[config.mk]
export PLATFORM = sky130hd
export DESIGN_NAME = mem_access_ctrl
export DESIGN_NICKNAME = d
export VERILOG_FILES = /design/src/rtl/mem_access_ctrl.sv
export SDC_FILE = /design/constraint.sdc
export NUM_CORES = 1
export LEC_CHECK = 0
export ABC_CLOCK_PERIOD_IN_PS = 3880
export CORE_MARGIN = 8
export CORE_UTILIZATION = 25
export DETAILED_ROUTE_END_ITERATION = 8
export GPL_TIMING_DRIVEN = 0
export SLEW_MARGIN = 20
export SYNTH_ARGS = -nofsm -noshare
export SYNTH_HDL_FRONTEND = slang
export SYNTH_SLANG_ARGS = --single-unit
export TNS_END_PERCENT = 50
[constraint.sdc]
create_clock -name clk -period 3.88 [get_ports clk]
set_clock_uncertainty 0.05 [all_clocks]
set_input_delay 0.388 -clock clk [delete_from_list [all_inputs] [get_ports clk]]
set_output_delay 0.388 -clock clk [all_outputs]
set_load 0.005 [all_outputs]
[src/rtl/mem_access_ctrl.sv]
// Memory-stage load/store controller: aligns store lanes, runs a req/ready handshake
// to a variable-latency data memory and registers the retired word for write-back.
module mem_access_ctrl #(
   parameter int ADDR_W = 32
) (
   input  logic              clk,
   input  logic              rst,
   input  logic              ReqValidM,
   input  logic              MemReadM,
   input  logic [1:0]        StoreSizeM,
   input  logic [2:0]        RegWriteM,
   input  logic [ADDR_W-1:0] AluOutM,
   input  logic [31:0]       StoreDataM,
   output logic              StallM,
   output logic              MisalignM,
   output logic              MemReq,
   output logic [ADDR_W-3:0] MemAddr,
   output logic [3:0]        MemWE,
   output logic [31:0]       MemWD,
   input  logic              MemRdy,
   input  logic [31:0]       MemRD,
   output logic              ValidW,
   output logic [31:0]       WordW,
   output logic [1:0]        ByteSelW,
   output logic [2:0]        RegWriteW
);

   localparam logic [2:0] NOREGWRITE = 3'd0;
   localparam logic [2:0] LB         = 3'd1;
   localparam logic [2:0] LH         = 3'd2;
   localparam logic [2:0] LW         = 3'd3;
   localparam logic [2:0] LBU        = 3'd4;
   localparam logic [2:0] LHU        = 3'd5;

   typedef enum logic [0:0] {
      IDLE   = 1'b0,
      ACCESS = 1'b1
   } state_t;

   state_t            state_r, state_nx_s;
   logic              is_store_s, mem_op_s, misalign_s;
   logic [1:0]        lane_s;
   logic [3:0]        we_align_s;
   logic [31:0]       wd_align_s;

   logic              pend_load_r, pend_load_nx_s;
   logic [1:0]        pend_bsel_r, pend_bsel_nx_s;
   logic [2:0]        pend_mode_r, pend_mode_nx_s;

   logic              mem_req_nx_s;
   logic [ADDR_W-3:0] mem_addr_nx_s;
   logic [3:0]        mem_we_nx_s;
   logic [31:0]       mem_wd_nx_s;
   logic              valid_nx_s;
   logic [31:0]       word_nx_s;
   logic [1:0]        bsel_nx_s;
   logic [2:0]        mode_nx_s;

   // Decode the M-stage op: lane enables, aligned write data and misalignment.
   always_comb begin
      lane_s     = AluOutM[1:0];
      is_store_s = (StoreSizeM != 2'b00);
      mem_op_s   = ReqValidM & (MemReadM | is_store_s);
      wd_align_s = StoreDataM << {lane_s, 3'b000};
      case (StoreSizeM)
         2'b01:   we_align_s = 4'b0001 << lane_s;
         2'b10:   we_align_s = 4'b0011 << lane_s;
         2'b11:   we_align_s = 4'b1111;
         default: we_align_s = 4'b0000;
      endcase
      // A store wins over MemReadM, so its size decides alignment, not the load mode.
      if (is_store_s) begin
         case (StoreSizeM)
            2'b10:   misalign_s = lane_s[0];
            2'b11:   misalign_s = (lane_s != 2'b00);
            default: misalign_s = 1'b0;
         endcase
      end else begin
         case (RegWriteM)
            LH, LHU: misalign_s = lane_s[0];
            LW:      misalign_s = (lane_s != 2'b00);
            LB, LBU: misalign_s = 1'b0;
            default: misalign_s = 1'b0;
         endcase
      end
   end

   // Next-state, stall/misalign outputs and next values of all registered outputs.
   always_comb begin
      state_nx_s     = state_r;
      StallM         = 1'b0;
      MisalignM      = 1'b0;
      mem_req_nx_s   = MemReq;
      mem_addr_nx_s  = MemAddr;
      mem_we_nx_s    = MemWE;
      mem_wd_nx_s    = MemWD;
      valid_nx_s     = 1'b0;
      word_nx_s      = WordW;
      bsel_nx_s      = ByteSelW;
      mode_nx_s      = RegWriteW;
      pend_load_nx_s = pend_load_r;
      pend_bsel_nx_s = pend_bsel_r;
      pend_mode_nx_s = pend_mode_r;
      case (state_r)
         IDLE: begin
            if (mem_op_s && misalign_s) begin
               MisalignM  = 1'b1;
               valid_nx_s = 1'b1;
               word_nx_s  = 32'd0;
               bsel_nx_s  = lane_s;
               mode_nx_s  = NOREGWRITE;
            end else if (mem_op_s) begin
               StallM         = 1'b1;
               state_nx_s     = ACCESS;
               mem_req_nx_s   = 1'b1;
               mem_addr_nx_s  = AluOutM[ADDR_W-1:2];
               mem_we_nx_s    = we_align_s;
               mem_wd_nx_s    = wd_align_s;
               pend_load_nx_s = ~is_store_s;
               pend_bsel_nx_s = lane_s;
               pend_mode_nx_s = is_store_s ? NOREGWRITE : RegWriteM;
            end else begin
               state_nx_s = IDLE;
            end
         end
         ACCESS: begin
            if (MemRdy) begin
               state_nx_s   = IDLE;
               mem_req_nx_s = 1'b0;
               valid_nx_s   = 1'b1;
               word_nx_s    = pend_load_r ? MemRD : 32'd0;
               bsel_nx_s    = pend_bsel_r;
               mode_nx_s    = pend_mode_r;
            end else begin
               StallM = 1'b1;
            end
         end
         default: begin
            state_nx_s   = IDLE;
            mem_req_nx_s = 1'b0;
         end
      endcase
   end

   // State and output registers; async reset abandons any outstanding access.
   always_ff @(posedge clk or posedge rst) begin
      if (rst) begin
         state_r     <= IDLE;
         MemReq      <= 1'b0;
         MemAddr     <= '0;
         MemWE       <= 4'b0000;
         MemWD       <= 32'd0;
         ValidW      <= 1'b0;
         WordW       <= 32'd0;
         ByteSelW    <= 2'b00;
         RegWriteW   <= NOREGWRITE;
         pend_load_r <= 1'b0;
         pend_bsel_r <= 2'b00;
         pend_mode_r <= NOREGWRITE;
      end else begin
         state_r     <= state_nx_s;
         MemReq      <= mem_req_nx_s;
         MemAddr     <= mem_addr_nx_s;
         MemWE       <= mem_we_nx_s;
         MemWD       <= mem_wd_nx_s;
         ValidW      <= valid_nx_s;
         WordW       <= word_nx_s;
         ByteSelW    <= bsel_nx_s;
         RegWriteW   <= mode_nx_s;
         pend_load_r <= pend_load_nx_s;
         pend_bsel_r <= pend_bsel_nx_s;
         pend_mode_r <= pend_mode_nx_s;
      end
   end

endmodule

Word level (Yosys, flattened, before mapping)
Index checks and enable logic that the tools add are counted.
{"block": "word_totals", "input_bits": 106, "elab_cells": 64, "regBits": 112, "out_inout_bits": 107}
{"block": "op_classes", "muxes": 27, "shift": 3, "reduce_logical": 7, "n_bitwise": 5, "n_eq_ne": 10}
{"operator": "32-bit 2-to-1 mux", "n": 3}
{"operator": "32-bit case mux with 2 select lines", "n": 1}
{"operator": "32-bit by 5-bit << shifter with 32-bit output", "n": 1}
{"operator": "4-bit case mux with 3 select lines", "n": 1}
{"operator": "1-bit 2-to-1 mux", "n": 10}
{"operator": "1-bit case mux with 2 select lines", "n": 5}
{"operator": "3-bit 2-to-1 mux", "n": 3}
{"operator": "2-bit inequality test (second input constant)", "n": 4}
{"operator": "3-bit by 2-bit equality test with 1-bit output (second input constant)", "n": 2}
{"operator": "3-bit case mux with 2 select lines", "n": 1}
{"operator": "3-bit AND reduction", "n": 2}
{"operator": "2-bit equality test (second input constant)", "n": 2}
{"operator": "2-bit 2-to-1 mux", "n": 2}
{"operator": "2-bit case mux with 2 select lines", "n": 1}
{"operator": "2-bit nonzero test", "n": 2}
{"operator": "1-bit by 2-bit << shifter with 4-bit output (first input constant)", "n": 1}
{"operator": "2-bit by 2-bit << shifter with 4-bit output (first input constant)", "n": 1}
{"operator": "3-bit equality test (second input constant)", "n": 1}
{"operator": "1-bit NOT", "n": 3}
{"operator": "2-bit by 1-bit equality test with 1-bit output (second input constant)", "n": 1}
{"operator": "2-bit AND reduction", "n": 1}
{"operator": "2-bit OR reduction", "n": 1}
{"operator": "1-bit AND", "n": 1}
{"operator": "1-bit logical AND", "n": 1}
{"operator": "1-bit OR", "n": 1}

Longest topological paths before layout
{"block": "logic_depth", "ltp_word": 7, "ltp_mapped": 8, "ltp_nobuf": 6}

Worst setup path before layout
Ideal clock, no wire load.
{"block": "synth_path", "path_type": "in2out", "from": "input port StoreSizeM[0]", "to": "output port StallM", "path_slack_ns": 1.861, "stages": 7, "arrival_ns": 1.581, "required_time_ns": 3.442, "cell_sequence": "inv_1 ha_1 o21bai_2 o22ai_2 buf_6 buf_6 a21o_1"}
{"block": "synth_via", "elab_chain_len": 6, "elab_cells_between_ends": 11}
{"item": "from (decl)", "line_no": "10", "text": "input logic [1:0] StoreSizeM,"}
{"item": "2-bit equality test / 2-bit nonzero test (equally long branches)", "line_no": "73, 62"}
{"item": "1-bit case mux with 2 select lines / 1-bit OR (equally long branches)", "line_no": "73, 63"}
{"item": "1-bit 2-to-1 mux / 1-bit AND (equally long branches)", "line_no": "72, 63"}
{"item": "1-bit logical AND / 1-bit 2-to-1 mux (equally long branches)", "line_no": "106, 112"}
{"item": "1-bit 2-to-1 mux (*)", "line_no": "106", "text": "if (mem_op_s && misalign_s) begin"}
{"item": "1-bit case mux with 2 select lines (*)", "line_no": "104", "text": "case (state_r)"}
{"item": "to (decl)", "line_no": "14", "text": "output logic StallM,"}
Mark *: on every way between the ends. The rest lies on a longest branch, timed or not.

Worst setup path in the final report
Ends and elaborated chain as after synthesis.

==> results.json <==
{
  "status": "completed",
  "slew_viol_final": 0,
  "grt_pass1_wl_um": 26100,
  "async_flop_share_pct": 100,
  "cts.sinks": 112,
  "postCtsSetupRepairBufs": 0,
  "drt-initial-drc-count": 122,
  "synth_largest_area_cell": "dfrtp_1",
  "ios": 213,
  "critPathLaunchType": "input port",
  "setup_viol": 0,
  "cts_tree": "done",
  "cts_root_buf": "clkbuf_16",
  "antenna_found_initial": 0,
  "clk_pin_slew_ps": 70,
  "track_usage_pct": 12.9,
  "ys_ff_latch": 112,
  "yosysMostFrequentCell": "dfrtp_1",
  "max-clock-path-buffers": 2,
  "wl_per_cell_um": 18.5,
  "crit_fanout": 10,
  "hp-class": "input port to async pin",
  "dieHeight_um": 160,
  "rsz0062_at_grt": "false",
  "cts_resized": 0,
  "r2r_cells": 6,
  "ir_worst_vdd_v": 0.000237,
  "fin_crit_ps": 3270,
  "numCtsBuffers": 9,
  "totalWireLength_um": 16400,
  "syn_area_mm2": 0.00520,
  "final_core_util_pct": 39.4,
  "cpPeakStageDelay_ps": 530,
  "power.share.combinational_pct": 34.8,
  "core_mm2": 0.0203,
  "path_buf_inv": 5,
  "dieArea_mm2": 0.0257,
  "crit_arrival_ps": 2830,
  "crit_type": "input port to output pin",
  "clock.fmax_ghz": 0.306,
  "required_ps": 3440,
  "worstSetupEndpointType": "output pin",
  "hold_viol_final": 0,
  "hpwl_um": 12800,
  "clk_latency_ps": 350,
  "ys_seq_area_share_pct": 53.9,
  "drive_above_1_share_pct": 16.9,
  "drt-vias-per-instance": 4.36,
  "intPower_mw": 2.87,
  "syn_to_final_growth_pct": 53.8,
  "worst_pin_slew_ps": 536,
  "rows": 52,
  "min_period_over_period_pct": 84.2,
  "path_cells": "clkdlybuf4s50_1, inv_1, ha_1, o21bai_2, o22ai_2, buf_6, buf_6, a21o_1, clkdlybuf4s50_1",
  "syn_nets": 497,
  "num_antenna_cells": 0,
  "synth_common_cells": "112 x dfrtp_1, 57 x mux2_4, 29 x a22o_1",
  "cp_slowest_cell": "clkdlybuf4s50_1",
  "synth-edff-count": 0,
  "clkPwrFrac_pct": 24.5,
  "yosys.area.top_type_share_pct": 53.9,
  "holdWs_ps": 340,
  "synth_area_leaders": "dfrtp_1 54%, mux2_4 16%, mux2i_1 5.2%",
  "portBuffers": 212,
  "crit_family": "buffers and inverters",
  "p_per_area_mw_per_mm2": 492,
  "antenna_left": 0,
  "overflow": 0,
  "drv_cap": 0,
  "start_util_pct": 25.6,
  "slew_headroom_pct": 64.3,
  "tns_ps": 0,
  "power_switching_mw": 1.06,
  "layout.nets": 721,
  "synthCells": 387,
  "seqPwrFrac_pct": 40.8,
  "dieWidth_um": 160,
  "h-tree-depth": 3,
  "grt_max_degree": 80,
  "switching_share_pct": 27.0,
  "yosysWarnings": 0,
  "holdBufCountCts": 0,
  "worstSetupPathDepth": 9,
  "vias": 3860,
  "synth.avg_cell_area_um2": 13.4,
  "first_global_vias": 4349,
  "gp_congestion": 0.909,
  "yosys.cell_types.count": 34,
  "dr.pass1.iters": 4,
  "p_leak_nw": 3.47,
  "drc": 0,
  "synthFlopType": "dfrtp_1"
}
[registers in the layout, summed over array words and instances (netlist names)]
name,flops
pend_mode_r,3
pend_bsel_r,2
state_r,1
MemWD,32
MemWE,4
MemAddr,30
WordW,32
pend_load_r,1
RegWriteW,3
ValidW,1
MemReq,1
ByteSelW,2
[layout make-up]
class / instances / area [um2]
fillers: 1948 / 12300
flip-flops and latches: 112 / 2800
repair buffers: 213 / 2150
multi-input cells: 229 / 2090
well taps: 270 / 338
plain buffers: 25 / 229
clock buffers: 9 / 225
inverters: 21 / 83.8
clock inverters: 7 / 80.1
[routing by layer]
layer / global-route usage, % / routed length [um]
met3: 4.73 / 1230
met5: 0 / 0
met1: 15.8 / 7270
met4: 3.53 / 231
met2: 20.8 / 7700
[power by group through the flow]
stage | Sequential (mW) | Clock (mW) | Combinational, mW
floorplan | 1.62 | 0 | 0.559
global placement | 1.62 | 0 | 1.37
detailed placement | 1.62 | 0 | 1.39
CTS | 1.61 | 1.01 | 1.40
global route | 1.64 | 1.06 | 1.47
finish | 1.60 | 0.962 | 1.37
[through the flow]
step | std cells | total power [mW] | worst slack, ps | instance area, um2
6_report | 886 | 3.93 | 613 | 7990
5_1_grt | 886 | 4.18 | 428 | 7990
4_1_cts | 886 | 4.02 | 559 | 7990
3_5_place_dp | 870 | 3.01 | 576 | 7690
3_3_place_gp | 869 | 2.99 | -1160 | 7660
2_1_floorplan | 387 | 2.18 | 483 | 5200
[path summary, 6_finish.rpt]
kind | start | to | slack [ps]
max in group asynchronous | rst | MemWD[15]$_DFFE_PP0P_ | 2720
min in group clk | MemReq$_DFFE_PP0P_ | MemReq$_DFFE_PP0P_ | 440
worst min register to register | MemReq$_DFFE_PP0P_ | MemReq$_DFFE_PP0P_ | 440
worst max-delay path | StoreSizeM[0] | StallM | 610
worst min-delay path | rst | MemAddr[12]$_DFFE_PP0P_ | 340
worst max register to register | state_r$_DFF_PP0_ | MemWD[11]$_DFFE_PP0P_ | 1940
[cells by family (layout without fill, tap and decap cells)]
group / after synthesis / count (layout) / synth area share (%)
simple gates: 59 / 59 / 5.35
fa+ha+maj: 4 / 4 / 0.963
mux: 89 / 89 / 22.8
flops: 112 / 112 / 53.9
buf+inv: 46 / 275 / 5.92
compound gates: 77 / 77 / 11.1
[cell usage in the layout, fill, tap and decap left out, drive strengths merged, types with 3 or more instances in the layout]
master | Yosys | layout
o21ai | 16 | 16
clkdlybuf4s50 | 0 | 212
clkbuf | 9 | 18
nand4 | 3 | 3
nor2b | 9 | 9
a22o | 29 | 29
inv | 21 | 23
ha | 4 | 4
mux2i | 27 | 27
nor2 | 11 | 11
clkinv | 0 | 3
dfrtp | 112 | 112
o22ai | 4 | 4
a211oi | 8 | 8
nand2 | 28 | 28
mux2 | 62 | 62
a21oi | 13 | 13
buf | 16 | 17
[worst reg2reg max path, cell delays in order, from the launching register on]
cell and delay (ps):
dfrtp_1 390, nand2b_1 200, or2_2 320, o22ai_2 130
buf_6 240, buf_12 190, mux2_4 310
(Power assumes the default switching activity.)
